===== src/rtl/pll_rst_pkg.sv =====
// Shared types and helpers for the PLL reset sequencer.
// Holds the FSM state encoding, the relock counter width and the counter-width helper.
package pll_rst_pkg;

    typedef enum logic [1:0] {
        PLL_RST,
        WAIT_LOCK,
        STABLE,
        RUN
    } pll_rst_state_e;

    localparam int RELOCK_W = 8;

    // Width that holds every terminal count of the three sequencer intervals.
    function automatic int cnt_width(input int a, input int b, input int c);
        int m;
        m = a;
        if (b > m) m = b;
        if (c > m) m = c;
        return (m < 2) ? 1 : $clog2(m);
    endfunction

endpackage


===== src/rtl/pll_rst_ctrl_if.sv =====
// Lock input and reset/status outputs of the PLL reset sequencer.
// master is the sequencer side; slave is the PLL/clock-manager and core side.
interface pll_rst_ctrl_if;
    import pll_rst_pkg::*;

    logic                locked_i;
    logic                pll_rstn_o;
    logic                rstn_o;
    logic                ready_o;
    logic [RELOCK_W-1:0] relock_cnt_o;

    modport master (
        input  locked_i,
        output pll_rstn_o,
        output rstn_o,
        output ready_o,
        output relock_cnt_o
    );

    modport slave (
        output locked_i,
        input  pll_rstn_o,
        input  rstn_o,
        input  ready_o,
        input  relock_cnt_o
    );

endinterface


===== src/rtl/sync_bit.sv =====
// Single-bit flop-chain synchronizer with async active-low reset to 0.
// Latency STAGES edges; clr flushes the chain synchronously, no backpressure.
module sync_bit #(
    parameter int STAGES = 2
) (
    input  logic clk,
    input  logic rstn,
    input  logic clr,
    input  logic d,
    output logic q
);

    logic [STAGES-1:0] sh;

    always_ff @(posedge clk or negedge rstn) begin
        if (!rstn) begin
            sh <= '0;
        end else if (clr) begin
            sh <= '0;
        end else begin
            sh <= {sh[STAGES-2:0], d};
        end
    end

    assign q = sh[STAGES-1];

endmodule


===== src/rtl/pll_rst_ctrl.sv =====
// PLL reset sequencer: PLL reset pulse, lock wait with retry, stable window, core reset release.
// Outputs registered from next state; core reset drops SYNC_STAGES+1 edges after lock loss.
module pll_rst_ctrl
    import pll_rst_pkg::*;
#(
    parameter int SYNC_STAGES    = 2,
    parameter int PLL_RST_CYCLES = 16,
    parameter int LOCK_TIMEOUT   = 65536,
    parameter int STABLE_CYCLES  = 1024
) (
    input  logic              clk_i,
    input  logic              rstn_i,
    pll_rst_ctrl_if.master    bus
);

    localparam int CW = cnt_width(PLL_RST_CYCLES, LOCK_TIMEOUT, STABLE_CYCLES);

    localparam logic [CW-1:0] PLL_LAST = CW'(PLL_RST_CYCLES - 1);
    localparam logic [CW-1:0] TMO_LAST = CW'(LOCK_TIMEOUT - 1);
    localparam logic [CW-1:0] STB_LAST = CW'(STABLE_CYCLES - 1);

    pll_rst_state_e      state;
    pll_rst_state_e      state_nxt;
    logic [CW-1:0]       cnt;
    logic [CW-1:0]       cnt_nxt;
    logic                locked_s;
    logic                relock_inc;
    logic                pll_rstn_d;
    logic                rstn_d;
    logic                pll_rstn_q;
    logic                rstn_q;
    logic [RELOCK_W-1:0] relock_q;

    // The lock flag of a PLL held in reset is meaningless, so the chain is
    // flushed for as long as the PLL reset request is active.
    sync_bit #(
        .STAGES (SYNC_STAGES)
    ) u_sync (
        .clk  (clk_i),
        .rstn (rstn_i),
        .clr  (~pll_rstn_q),
        .d    (bus.locked_i),
        .q    (locked_s)
    );

    always_ff @(posedge clk_i or negedge rstn_i) begin
        if (!rstn_i) begin
            state      <= PLL_RST;
            cnt        <= '0;
            pll_rstn_q <= 1'b0;
            rstn_q     <= 1'b0;
            relock_q   <= '0;
        end else begin
            state      <= state_nxt;
            cnt        <= cnt_nxt;
            pll_rstn_q <= pll_rstn_d;
            rstn_q     <= rstn_d;
            if (relock_inc && (relock_q != {RELOCK_W{1'b1}})) begin
                relock_q <= relock_q + 1'b1;
            end
        end
    end

    always_comb begin
        state_nxt  = state;
        relock_inc = 1'b0;
        unique case (state)
            PLL_RST: begin
                if (cnt == PLL_LAST) state_nxt = WAIT_LOCK;
            end
            WAIT_LOCK: begin
                if (locked_s)              state_nxt = STABLE;
                else if (cnt == TMO_LAST)  state_nxt = PLL_RST;
            end
            STABLE: begin
                if (!locked_s)             state_nxt = WAIT_LOCK;
                else if (cnt == STB_LAST)  state_nxt = RUN;
            end
            RUN: begin
                if (!locked_s) begin
                    state_nxt  = WAIT_LOCK;
                    relock_inc = 1'b1;
                end
            end
            default: state_nxt = PLL_RST;
        endcase

        // Counter is idle in RUN; every interval starts from zero on entry.
        if (state_nxt != state) begin
            cnt_nxt = '0;
        end else if (state == RUN) begin
            cnt_nxt = cnt;
        end else begin
            cnt_nxt = cnt + 1'b1;
        end

        pll_rstn_d = (state_nxt != PLL_RST);
        rstn_d     = (state_nxt == RUN);
    end

    assign bus.pll_rstn_o   = pll_rstn_q;
    assign bus.rstn_o       = rstn_q;
    assign bus.ready_o      = rstn_q;
    assign bus.relock_cnt_o = relock_q;

endmodule

===== src/flat_wrapper.sv =====
// flat-port wrapper written by rule: the top's interface ports become plain ports
module pll_rst_ctrl_flat import pll_rst_pkg::*;
#(
    parameter int SYNC_STAGES    = 2,
    parameter int PLL_RST_CYCLES = 16,
    parameter int LOCK_TIMEOUT   = 65536,
    parameter int STABLE_CYCLES  = 1024
)
  (clk_i, rstn_i, bus_locked_i, bus_pll_rstn_o, bus_rstn_o, bus_ready_o, bus_relock_cnt_o);
  pll_rst_ctrl_if bus_i ();
  input  logic clk_i;
  input  logic rstn_i;
  input wire logic [$bits(bus_i.locked_i)-1:0] bus_locked_i;
  output wire logic [$bits(bus_i.pll_rstn_o)-1:0] bus_pll_rstn_o;
  output wire logic [$bits(bus_i.rstn_o)-1:0] bus_rstn_o;
  output wire logic [$bits(bus_i.ready_o)-1:0] bus_ready_o;
  output wire logic [$bits(bus_i.relock_cnt_o)-1:0] bus_relock_cnt_o;
  assign bus_i.locked_i = bus_locked_i;
  assign bus_pll_rstn_o = bus_i.pll_rstn_o;
  assign bus_rstn_o = bus_i.rstn_o;
  assign bus_ready_o = bus_i.ready_o;
  assign bus_relock_cnt_o = bus_i.relock_cnt_o;
  pll_rst_ctrl #(.SYNC_STAGES(SYNC_STAGES), .PLL_RST_CYCLES(PLL_RST_CYCLES), .LOCK_TIMEOUT(LOCK_TIMEOUT), .STABLE_CYCLES(STABLE_CYCLES)) u_core (.clk_i(clk_i), .rstn_i(rstn_i), .bus(bus_i));
endmodule

===== config.mk =====
export PLATFORM = sky130hd
export DESIGN_NAME = pll_rst_ctrl_flat
export DESIGN_NICKNAME = d
export VERILOG_FILES = /design/src/rtl/pll_rst_pkg.sv /design/src/rtl/pll_rst_ctrl_if.sv /design/src/rtl/sync_bit.sv /design/src/rtl/pll_rst_ctrl.sv /design/src/flat_wrapper.sv
export SDC_FILE = /design/constraint.sdc
export NUM_CORES = 1
export LEC_CHECK = 0
export BUFFER_PORTS_ARGS = -buffer_cell sky130_fd_sc_hd__buf_2
export CAP_MARGIN = 30
export CORE_MARGIN = 4
export CORE_UTILIZATION = 60
export DETAILED_ROUTE_END_ITERATION = 7
export PLACE_DENSITY = 0.78
export SYNTH_ARGS = -nofsm -noshare
export SYNTH_HDL_FRONTEND = slang
export SYNTH_HIERARCHICAL = 1
export SYNTH_SLANG_ARGS = --single-unit

===== constraint.sdc =====
create_clock -name clk_i -period 5.1 [get_ports clk_i]
set_input_delay 0.255 -clock clk_i [delete_from_list [all_inputs] [get_ports clk_i]]
set_output_delay 0.255 -clock clk_i [all_outputs]
set_load 0.02 [all_outputs]

# Yosys cells after proc, flatten, opt, wreduce, memory -nomap -nowiden
# Cells that the tools add are included.
dict set report totals {
  output_inout_bits 11
  ff_bits 30
  word_cells 33
  in_bits 3
}
dict set report op_classes {
  add_sub_neg 2
  mux 12
  n_eq_ne 10
  n_reduce_logical 3
}
# op n
set ops {}
lappend ops {{16-bit 2-to-1 mux} 2}
lappend ops {{16-bit by 1-bit adder with 16-bit output, second input constant} 1}
lappend ops {{16-bit by 10-bit equality test with 1-bit output, second input constant} 1}
lappend ops {{16-bit equality test, second input constant} 1}
lappend ops {{16-bit by 4-bit equality test with 1-bit output, second input constant} 1}
lappend ops {{2-bit 2-to-1 mux} 7}
lappend ops {{8-bit by 1-bit adder with 8-bit output, second input constant} 1}
lappend ops {{8-bit != test, second input constant} 1}
lappend ops {{2-bit case mux with 4 select lines} 1}
lappend ops {{2-bit equality test, second input constant} 3}
lappend ops {{2-bit by 1-bit equality test with 1-bit output, second input constant} 1}
lappend ops {{2-bit zero test} 1}
lappend ops {{1-bit 2-to-1 mux} 2}
lappend ops {{2-bit by 1-bit != test with 1-bit output, second input constant} 1}
lappend ops {{2-bit != test} 1}
lappend ops {{2-bit nonzero test} 1}
lappend ops {{1-bit logical AND} 1}

# Logic depth before layout (Yosys ltp)
# Gate-level depths: netlist of run 1.
dict set report logic_depth {
  ltp_word 6
  depth_mapped 8
  ltp_nobuf 6
}

# Modules after synthesis
# Netlist of run 1, hierarchy kept.
# module cells_per_inst area_per_inst_um2 n_inst seq_area_each_um2
set by_module_without_submodules {}
lappend by_module_without_submodules {pll_rst_ctrl 144 1447.6 1 700.7}
lappend by_module_without_submodules {sync_bit 4 62.6 1 50.0}

# Worst setup path before layout of run 1
# No wires, ideal clock.
dict set report synth_timing {
  path_kind {register to register}
  start {reg u_core.cnt[0]}
  end {reg u_core.cnt[15]}
  period_less_slack_ns 1.786
  slack_ns 3.314
  setup_ns 0.071
  path_stages_with_launch 9
  path_buffers 2
  arrival_ns 1.715
  required_time_ns 5.029
  path_cell_list {dfrtp_1 > ha_1 > and3_1 > clkbuf_2 > nand2_1 > nor4_4 > o311a_2 > buf_4 > nor2_1}
}
dict set report synth_via {
  elab_chain_cells 6
  word_cells_on_any_way 14
  cone_classes {1 x add/sub; 5 x eq/ne; 8 x mux}
}
# item line_no
set synth_lines {}
lappend synth_lines {{start, declared} pll_rst_ctrl.sv:24} ;# logic [CW-1:0] cnt;
lappend synth_lines {{start signal, assigned} pll_rst_ctrl.sv:55} ;# cnt <= cnt_nxt;
lappend synth_lines {{16-bit by 10-bit equality test with 1-bit output / 16-bit equality test (equally long branches)} {pll_rst_ctrl.sv:77, pll_rst_ctrl.sv:73}}
lappend synth_lines {{2-bit 2-to-1 mux (on tied branches)} {pll_rst_ctrl.sv:77, pll_rst_ctrl.sv:73}}
lappend synth_lines {{2-bit 2-to-1 mux (on tied branches)} {pll_rst_ctrl.sv:76, pll_rst_ctrl.sv:72}}
lappend synth_lines {{2-bit case mux with 4 select lines} pll_rst_ctrl.sv:67} ;# unique case (state)
lappend synth_lines {{2-bit != test} pll_rst_ctrl.sv:89} ;# if (state_nxt != state) begin
lappend synth_lines {{2-bit by 1-bit != test with 1-bit output (no source line) / 16-bit 2-to-1 mux (equally long branches)} --}
# Several ways; a longest one is shown, not always the timed one. The select of a mux whose other input is x is not followed.
# A chain may end at the register's enable or synchronous reset.

# Worst setup path after layout of run 1
dict set report layout_timing {
  start {reg u_core.cnt[0]}
  end {reg u_core.cnt[0]}
}
# Same word-level chain as after synthesis.

==> impl_metrics.tcl, run 1 <==
set metrics [dict create \
    status "completed" \
    num_antenna_cells 0 \
    syn_area_per_cell_um2 10.2 \
    cts_made_buffers 5 \
    fin_cells 189 \
    p_total_uw 591 \
    switching_share_pct 33.4 \
    ys_ff_latch 30 \
    end_kind "register" \
    clkTransAtPathRegs_ps 80 \
    tightest_slew_ps 636 \
    dieWidth_um 58.2 \
    cts.path.max_buffers 2 \
    grt_usage_pct 17.7 \
    cts_resized 0 \
    fillerInstances 167 \
    fmax_mhz 519 \
    synth_top_family_by_area "simple AND/OR/NAND/NOR gates" \
    muxShareOfSynthArea_pct 0.746 \
    core_um2 2300 \
    cap_violations 0 \
    initial_core_util_pct 65.7 \
    cts_sinks 30 \
    rows 17 \
    wirelength_um 2630 \
    grt_pass1_wl_um 4670 \
    dr.pass1.iters 4 \
    async_reset_ff_share_pct 100 \
    crit_start "u_core/cnt[0]$_DFFE_PN0P_" \
    finClkSkew_ps 10.8 \
    post-route-drc-count 0 \
    nNetsFinal 167 \
    cts_tree "yes" \
    post_drt_wl_per_cell_um 13.9 \
    root_buffer "clkbuf_4" \
    finalHoldViolations 0 \
    ys_warn_count 6 \
    antenna_found_initial 0 \
    dp_hpwl_um 1880 \
    drtIter0Drc 52 \
    area_growth_pct 7.95 \
    power_density_nw_per_um2 362 \
    grt_max_degree 31 \
    grt_pass1_vias 1043 \
    place.gp.congestion 0.836 \
    fin_util_pct 71.0 \
    yosys.area_share.adder_pct 1.66 \
    power_switching_uw 197 \
    final-setup-viol-count 0 \
    antenna_left 0 \
    dp_slack_ps 3180 \
    rsz0062_at_grt "false" \
    cp_data_required_time_ps 5290 \
    period_minus_slack_ps 1930 \
    period_share_pct 37.8 \
    slew_headroom_pct 57.6 \
    crit_fanout 7 \
    finalSetupTns_ps 0 \
    p_seq_share_pct 52.2 \
    min_path_type "primary input to register" \
    final_cell_mix "dfrtp_1 (30), nor2_1 (24), xor2_1 (15)" \
    drive_gt1_share_pct 14.9 \
    die-height_um 58.2 \
    dr_total_vias 1116 \
    fin_area_um2 1630 \
    hold_path.startpoint "bus_locked_i" \
    p_leak_nw 0.794 \
    die_area_um2 3380 \
    critPathLaunchType "register" \
    htree_levels 2 \
    synthCells 148 \
    cellInternalPower_uw 393 \
    critPathKind "register to register" \
    layout_setup_ws_ps 3170 \
    drv_slew 0 \
    synth_xor_area_share_pct 12.2 \
    port_buffers 13 \
    ys_seq_area_share_pct 49.7 \
    p_clk_share_pct 23.1 \
    clk_latency_ps 310 \
    via_per_inst 5.90 \
    hold_slack_ps 167 \
    final_common_cell "dfrtp_1" \
    p_comb_share_pct 24.7 \
    ys.flop_type "dfrtp_1" \
    arrival_ps 2120 \
    synth-simple-area-share_pct 24.9 \
    dp.cells 182 \
    synth-compound-area-share_pct 7.04 \
    place_area_um2 1570 \
    yosys.cell_types.count 36 \
    grt_remaining_overflow 0 \
    synthesis.area_um2 1510 \
    synth_fp_nets 153 \
    rr_startpoint "u_core/cnt[0]$_DFFE_PN0P_" \
    synth-edff-count 0 \
    pin_count 14 \
    ir_worst_vdd_v 0.000355 \
]
## logic make-up after synthesis
family	Yosys count
AOI/OAI and AO/OA	14
xor gates and xnor gates	21
adders and majority gates	2
buffers and inverters	11
DFF	30
muxes	1
and+or+nand+nor	69
## sequential cells by signal (all words and copies together), names as in the netlist
| signal | count |
|---|---|
| u_core/state | 2 |
| u_core/bus.ready_o | 1 |
| u_core/u_sync/sh | 2 |
| u_core/bus.relock_cnt_o | 8 |
| u_core/cnt | 16 |
| u_core/bus.pll_rstn_o | 1 |
## critical path, stage by stage (launching register included)
cell and delay [ps]:
dfrtp_1 400, ha_1 180, and3_1 280, nand2_1 150
nor4_2 350, a211oi_1 130, a221o_1 310
## cell usage after synthesis (2+ instances only)
cell type	instances	share of area, %
xnor2_1	6	3.5
buf_4	3	1.5
nor2b_1	2	0.83
buf_2	2	0.66
dfrtp_1	30	50
nand3_1	9	3.0
inv_1	4	0.99
and3_1	6	2.5
a21oi_1	2	0.66
nor2_1	24	6.0
xor2_1	15	8.7
nor4_2	2	1.7
and4_1	2	1.2
nand2_1	8	2.0
nand4_1	10	4.1
o21ai_1	2	0.66
ha_1	2	1.7
## routing by layer
layer,part of all wire (%),track usage [%],vias up,routed length (um)
li1,-,-,545,-
met1,47,24.9,534,1240
met2,47,27.4,35,1230
met3,5.5,4.01,2,145
met4,0.38,4.97,0,10
met5,0,0,-,0
## path summary, 6_finish.rpt
| path | end | slack, ps | depth (start not counted) |
|---|---|---|---|
| worst min register to register | u_core/u_sync/sh[1]$_DFF_PN0_ | 470 | 1 |
| max in group asynchronous | u_core/cnt[1]$_DFFE_PN0P_ | 4190 | 2 |
| worst min-delay path | u_core/u_sync/sh[0]$_DFF_PN0_ | 170 | 2 |
| worst max register to register | u_core/cnt[0]$_DFFE_PN0P_ | 3170 | 6 |
| min in group asynchronous | u_core/cnt[9]$_DFFE_PN0P_ | 480 | 2 |
| worst max-delay path | u_core/cnt[0]$_DFFE_PN0P_ | 3170 | 6 |
## area by class of cell
class / count / area [um2] / share of cell area [%]
Clock buffer: 6 / 51.3 / 3.15
Inverter: 4 / 15.0 / 0.921
Multi-Input combinational cell: 107 / 703 / 43.1
Sequential cell: 30 / 751 / 46.0
Tap cell: 28 / 35.0 / 2.15
Timing Repair Buffer: 14 / 75.1 / 4.60
## timing repair
| item | CTS | global route |
|---|---|---|
| hold endpoints to repair | 30 | 0 |
| setup buffers | 0 | 0 |
| hold buffers | 1 | 0 |
## power by group through the flow
stage	Combinational [mW]	Sequential, mW	Clock [mW]
floorplan	0.112	0.312	0
global placement	0.144	0.311	0
detailed placement	0.145	0.314	0
CTS	0.147	0.308	0.140
global route	0.167	0.316	0.154
finish	0.146	0.308	0.136
(Power assumes the default switching activity.)
==> run 2: changes to the inputs <==
Settings changed: ABC_AREA set to 1, CORE_UTILIZATION 60 to 59, PLACE_DENSITY 0.78 to 0.77.
Clock period 5.1 ns to 1.93 ns, I/O delays scaled along.
==> run 2 against run 1 <==
Against the previous run:
- critical path depth increased by 5
- worst hold slack better by 130 ps
- sequential power is 150% higher
- maximum frequency is 6.6% higher
- power grew to 3.3 times the previous value
- count of clock-buffer cells in the layout did not move
- die area rose by 17%
- sequential share of layout area down 8.7 points
- clock skew increased by 2.7 ps
- global-route usage increased by 1.6 points
- final area is 23% higher
- largest power group unchanged
==> impl_metrics.tcl, run 2 <==
set metrics [dict create \
    grt_pass1_vias 1414 \
    drv_slew 0 \
    ys_seq_area_share_pct 42.3 \
    rows 19 \
    critPathLaunchType "register" \
    worst-r2r-cell-count 11 \
    finalHoldViolations 0 \
    die-height_um 62.9 \
    synthCells 210 \
    power_density_nw_per_um2 957 \
    finClkSkew_ps 13.4 \
    htree_levels 2 \
    dp_hpwl_um 2480 \
    antenna_found_initial 0 \
    synth_common_cells "nand2_1 (36), inv_1 (34), nor2_1 (33)" \
    synth_top_area_share_pct 42.3 \
    async_reset_ff_share_pct 100 \
    synth_area_leader_cell "dfrtp_1" \
    critPathKind "register to register" \
    grt_max_degree 31 \
    grt_remaining_overflow 0 \
    fillerInstances 219 \
    port_buffers 13 \
    grt_usage_pct 19.3 \
    fin_area_um2 2010 \
    clk_latency_ps 340 \
    layout_setup_ws_ps 123 \
    final-setup-viol-count 0 \
    post-route-drc-count 0 \
    largest_reg_flops 16 \
    cp_data_required_time_ps 2180 \
    slew_headroom_pct 58.3 \
    largest-register "u_core/cnt" \
    ir_worst_vdd_v 0.00106 \
    core_um2 2810 \
    place_area_um2 1860 \
    p_leak_nw 1.00 \
    yosys.cell_count.top_type "nand2_1" \
    ys_ff_latch 30 \
    syn_area_per_cell_um2 8.46 \
    synth_area_leaders "dfrtp_1 (42%), nor3_4 (8.2%), nand2_1 (7.6%)" \
    synthesis.area_um2 1780 \
    initial_core_util_pct 63.3 \
    fmax_mhz 553 \
    arrival_ps 2060 \
    cap_violations 0 \
    dp_slack_ps 128 \
    dr_total_vias 1430 \
    tightest_slew_ps 625 \
    yosys.cell_types.count 33 \
    via_per_inst 5.42 \
    drive_gt1_share_pct 22.7 \
    dieWidth_um 62.9 \
    synth_fp_nets 215 \
    antenna_left 0 \
    cts_tree "yes" \
    pin_count 14 \
    end_kind "register" \
    synth-edff-count 0 \
    num_antenna_cells 0 \
    wirelength_um 3350 \
    final_common_cell "nand2_1" \
    clkTransAtPathRegs_ps 100 \
    min_path_type "primary input to async pin" \
    place.gp.congestion 0.950 \
    grt_pass1_wl_um 5940 \
    cts.path.max_buffers 2 \
    status "completed" \
    root_buffer "clkbuf_4" \
    area_growth_pct 13.2 \
    drtIter0Drc 60 \
    post_drt_wl_per_cell_um 12.7 \
    dr.pass1.iters 6 \
    period_share_pct 93.6 \
    nNetsFinal 237 \
    p_total_mw 1.92 \
    ys.flop_type "dfrtp_1" \
    cts_sinks 30 \
    crit_fanout 11 \
    die_area_um2 3950 \
    period_minus_slack_ps 1810 \
    ys_warn_count 6 \
    cts_made_buffers 5 \
    final_cell_mix "nand2_1 (36), inv_1 (34), nor2_1 (33)" \
]
[run 2: routing by layer]
layer / share of wire [%] / routed length (um) / up-vias / global-route usage [%]
li1: - / - / 702 / -
met1: 43 / 1440 / 683 / 22.4
met2: 50 / 1690 / 38 / 31.6
met3: 5.1 / 170 / 7 / 5.58
met4: 1.6 / 53 / 0 / 11.0
met5: 0 / 0 / - / 0
[run 2: worst max-delay path, cell delays in order (launching register included)]
cell and delay (ps):
dfrtp_1 400, ha_2 230, nand3_2 140, nor2_4 170, nand2_1 80, nand2_1 70
nand2_2 80, nand3_2 70, nand2_2 60, inv_4 80, nand2_4 170, nor3_1 170
[run 2: what timing repair did]
| action | 4_1_cts | 5_1_grt |
|---|---|---|
| hold endpoints to repair | 31 | 0 |
| setup endpoints to repair | 0 | 10 |
| setup buffers | 0 | 1 |
| hold buffers | 2 | 0 |
| gates resized for setup | 0 | 2 |
[run 2: final timing paths]
kind                                                    start                                     end  slack, ps
worst max register to register      u_core/cnt[0]$_DFFE_PN0P_               u_core/cnt[2]$_DFFE_PN0P_        120
min in group clk_i              u_core/u_sync/sh[0]$_DFF_PN0_           u_core/u_sync/sh[1]$_DFF_PN0_        480
worst max-delay path                u_core/cnt[0]$_DFFE_PN0P_               u_core/cnt[2]$_DFFE_PN0P_        120
max in group asynchronous                              rstn_i               u_core/cnt[2]$_DFFE_PN0P_       1220
worst min register to register  u_core/u_sync/sh[0]$_DFF_PN0_           u_core/u_sync/sh[1]$_DFF_PN0_        480
worst min-delay path                                   rstn_i  u_core/bus.relock_cnt_o[1]$_DFFE_PN0P_        290
[run 2: cells by family (layout without fill, tap and decap cells)]
group           after synthesis  count (layout)  synth area share [%]
compound gates                7               7                  2.18
xor+xnor                      7               7                  3.45
fa+ha+maj                     2               2                  1.41
buf+inv                      42              65                  10.2
flops                        30              30                  42.3
mux                           1               1                 0.634
simple gates                121             121                  39.9
[run 2: final cells by class]
type                       instances  area [um2]  area share (%)
clock inverter                     2        60.1            2.99
clock buffer                       6        51.3            2.55
timing repair buffer              18         108            5.35
inverter                          39         149            7.41
sequential                        30         751            37.3
multi-input combinational        138         853            42.4
tap                               31        38.8            1.93
[run 2: report_power, final]
part	internal [mW]	switching [mW]	total, mW
sequential	0.699	0.0674	0.766
clock	0.439	0.218	0.657
combinational	0.152	0.349	0.501
total	1.29	0.635	1.92
[run 2: stage by stage]
| step | setup TNS, ps | instances | hold slack [ps] | util (%) |
|---|---|---|---|---|
| floorplan | 0 | 210 | -199 | - |
| global placement | 0 | 253 | 150 | 66.4 |
| detailed placement | 0 | 253 | 155 | 66.4 |
| CTS | 0 | 263 | 310 | 71.1 |
| global route | -2.38 | 264 | 360 | 71.7 |
| finish | 0 | 264 | 293 | 71.7 |
==> run 3: changes to the inputs <==
Settings changed: ABC_AREA 1 to not set, CORE_UTILIZATION 59 to 57, PLACE_DENSITY 0.77 to 0.75.
==> run 3 against run 2 <==
Against the previous run:
- the run now ends with negative setup slack left
- final cell count decreased by 22%
- core utilization grew 1.3 points
- sequential share of layout area is 3.9 points higher
- die area fell by 11%
- sequential power grew 3.1%
- critical endpoint is now u_core/cnt[6]$_DFFE_PN0P_
==> impl_metrics.tcl, run 3 (synthesis gave the netlist of run 1 again) <==
set metrics [dict create \
    period_minus_slack_ps 2020 \
    power_density_nw_per_um2 990 \
    fillerInstances 178 \
    grt_max_degree 31 \
    dp.cells 192 \
    dr.pass1.iters 4 \
    port_buffers 13 \
    critPathLaunchType "register" \
    nNetsFinal 181 \
    route.met2.wl_um 1600 \
    fmax_mhz 495 \
    initial_core_util_pct 60.4 \
    cts.path.max_buffers 2 \
    hold_slack_ps 13.0 \
    violations "negative setup slack" \
    wl_met3_um 176 \
    final_cell_mix "dfrtp_1 (28), nor2_1 (20), xor2_1 (15)" \
    crit_fanout 7 \
    rows 18 \
    status "finished with violations" \
    dr_total_vias 1230 \
    finClkSkew_ps 15.3 \
    met1Wirelength_um 1380 \
    p_total_mw 1.81 \
    fin_area_um2 1830 \
    dieWidth_um 59.5 \
    grt_remaining_overflow 0 \
    place_area_um2 1630 \
    ir_worst_vdd_v 0.000896 \
    critPathKind "register to register" \
    grt_pass1_vias 1085 \
    via_per_inst 5.94 \
    core_um2 2500 \
    final_common_cell "dfrtp_1" \
    ff_latch_area_um2 753 \
    multi_input_comb_area_um2 769 \
    hold_path.startpoint "bus_locked_i" \
    area_growth_pct 20.9 \
    cts_tree "yes" \
    crit_start "u_core/cnt[13]$_DFFE_PN0P_" \
    cts_made_buffers 5 \
    drtIter0Drc 57 \
    routed.top_layer "met4" \
    cap_violations 0 \
    root_buffer "clkbuf_4" \
    slew_headroom_pct 58.1 \
    grt_pass1_wl_um 5020 \
    htree_levels 2 \
    p_leak_nw 0.879 \
    rr_startpoint "u_core/cnt[13]$_DFFE_PN0P_" \
    place.gp.congestion 0.845 \
    largest_reg_flops 16 \
    finalHoldViolations 0 \
    pin_count 14 \
    drive_gt1_share_pct 27.7 \
    die-height_um 59.5 \
    fin_cells 207 \
    tightest_slew_ps 628 \
    post_drt_wl_per_cell_um 15.8 \
    clk_latency_ps 330 \
    die_area_um2 3540 \
    grt_usage_pct 19.0 \
    end_kind "register" \
    rsz0062_at_grt "true" \
    min_path_type "primary input to register" \
    cp_data_required_time_ps 2150 \
    antenna_left 0 \
    post-route-drc-count 0 \
    final-setup-viol-count 16 \
    antenna_found_initial 0 \
    period_share_pct 105 \
    clkTransAtPathRegs_ps 90 \
    dp_hpwl_um 2120 \
    layout_setup_ws_ps -91.5 \
    wirelength_um 3280 \
    largest-register "u_core/cnt" \
    num_antenna_cells 0 \
    drv_slew 0 \
    arrival_ps 2240 \
    cts_sinks 30 \
]
run 3: changes by cell type in the layout (fill, tap and decap cells not counted), sizes merged, moves of 6 or more:
cell,previous run,this run
and3,0,6
nor3,16,1
buf,16,26
inv,38,4
xor2,3,15
nand3,16,9
nor2,34,24
nand2,42,8
run 3: timing repair:
item	4_1_cts	5_1_grt
gates resized for setup	0	14
hold buffers	1	0
pin swaps	0	9
gates cloned	0	1
setup endpoints to repair	2	17
setup buffers	0	5
hold endpoints to repair	30	0
run 3: layout make-up:
cell class,instances,share of cell area [%]
clock inverter,3,2.19
multi-input combinational,108,42.2
sequential,30,41.3
timing repair buffer,27,9.46
clock buffer,5,2.06
tap,30,2.06
inverter,4,0.822
run 3: worst paths after layout:
kind	end	slack, ps	depth (start not counted)
worst max-delay path	u_core/cnt[6]$_DFFE_PN0P_	-90	6
worst min-delay path	u_core/u_sync/sh[0]$_DFF_PN0_	10	2
worst max register to register	u_core/cnt[6]$_DFFE_PN0P_	-90	6
worst min register to register	u_core/bus.relock_cnt_o[6]$_DFFE_PN0P_	510	1
max in group asynchronous	u_core/cnt[13]$_DFFE_PN0P_	1180	2
min in group asynchronous	u_core/cnt[4]$_DFFE_PN0P_	310	2
run 3: per-stage QoR:
step | worst slack [ps] | util [%] | setup TNS [ps]
after floorplan | 144 | - | 0
after global placement | 97.7 | 65.3 | 0
after detailed placement | -1.07 | 65.3 | -1.53
after CTS | -9.67 | 68.8 | -19.3
after global routing | -163 | 73.0 | -2330
final | -91.5 | 73.0 | -1030
run 3: power by group:
part / internal [mW] / total [mW] / switching [mW]
Clock: 0.268 / 0.484 / 0.216
Sequential: 0.718 / 0.790 / 0.0723
Combinational: 0.225 / 0.534 / 0.309
Total: 1.21 / 1.81 / 0.596
run 3: routing by layer:
| layer | vias up | global-route usage, % |
|---|---|---|
| li1 | 578 | - |
| met1 | 590 | 25.3 |
| met2 | 42 | 28.7 |
| met3 | 20 | 6.32 |
| met4 | 0 | 7.12 |
| met5 | - | 0 |
run 3: critical path, stage by stage, from the launching register on:
cell	delay (ps)
dfrtp_2	460
nor4_4	360
nand2_2	140
nor4_4	430
buf_4	210
o311a_4	250
nor2_1	70
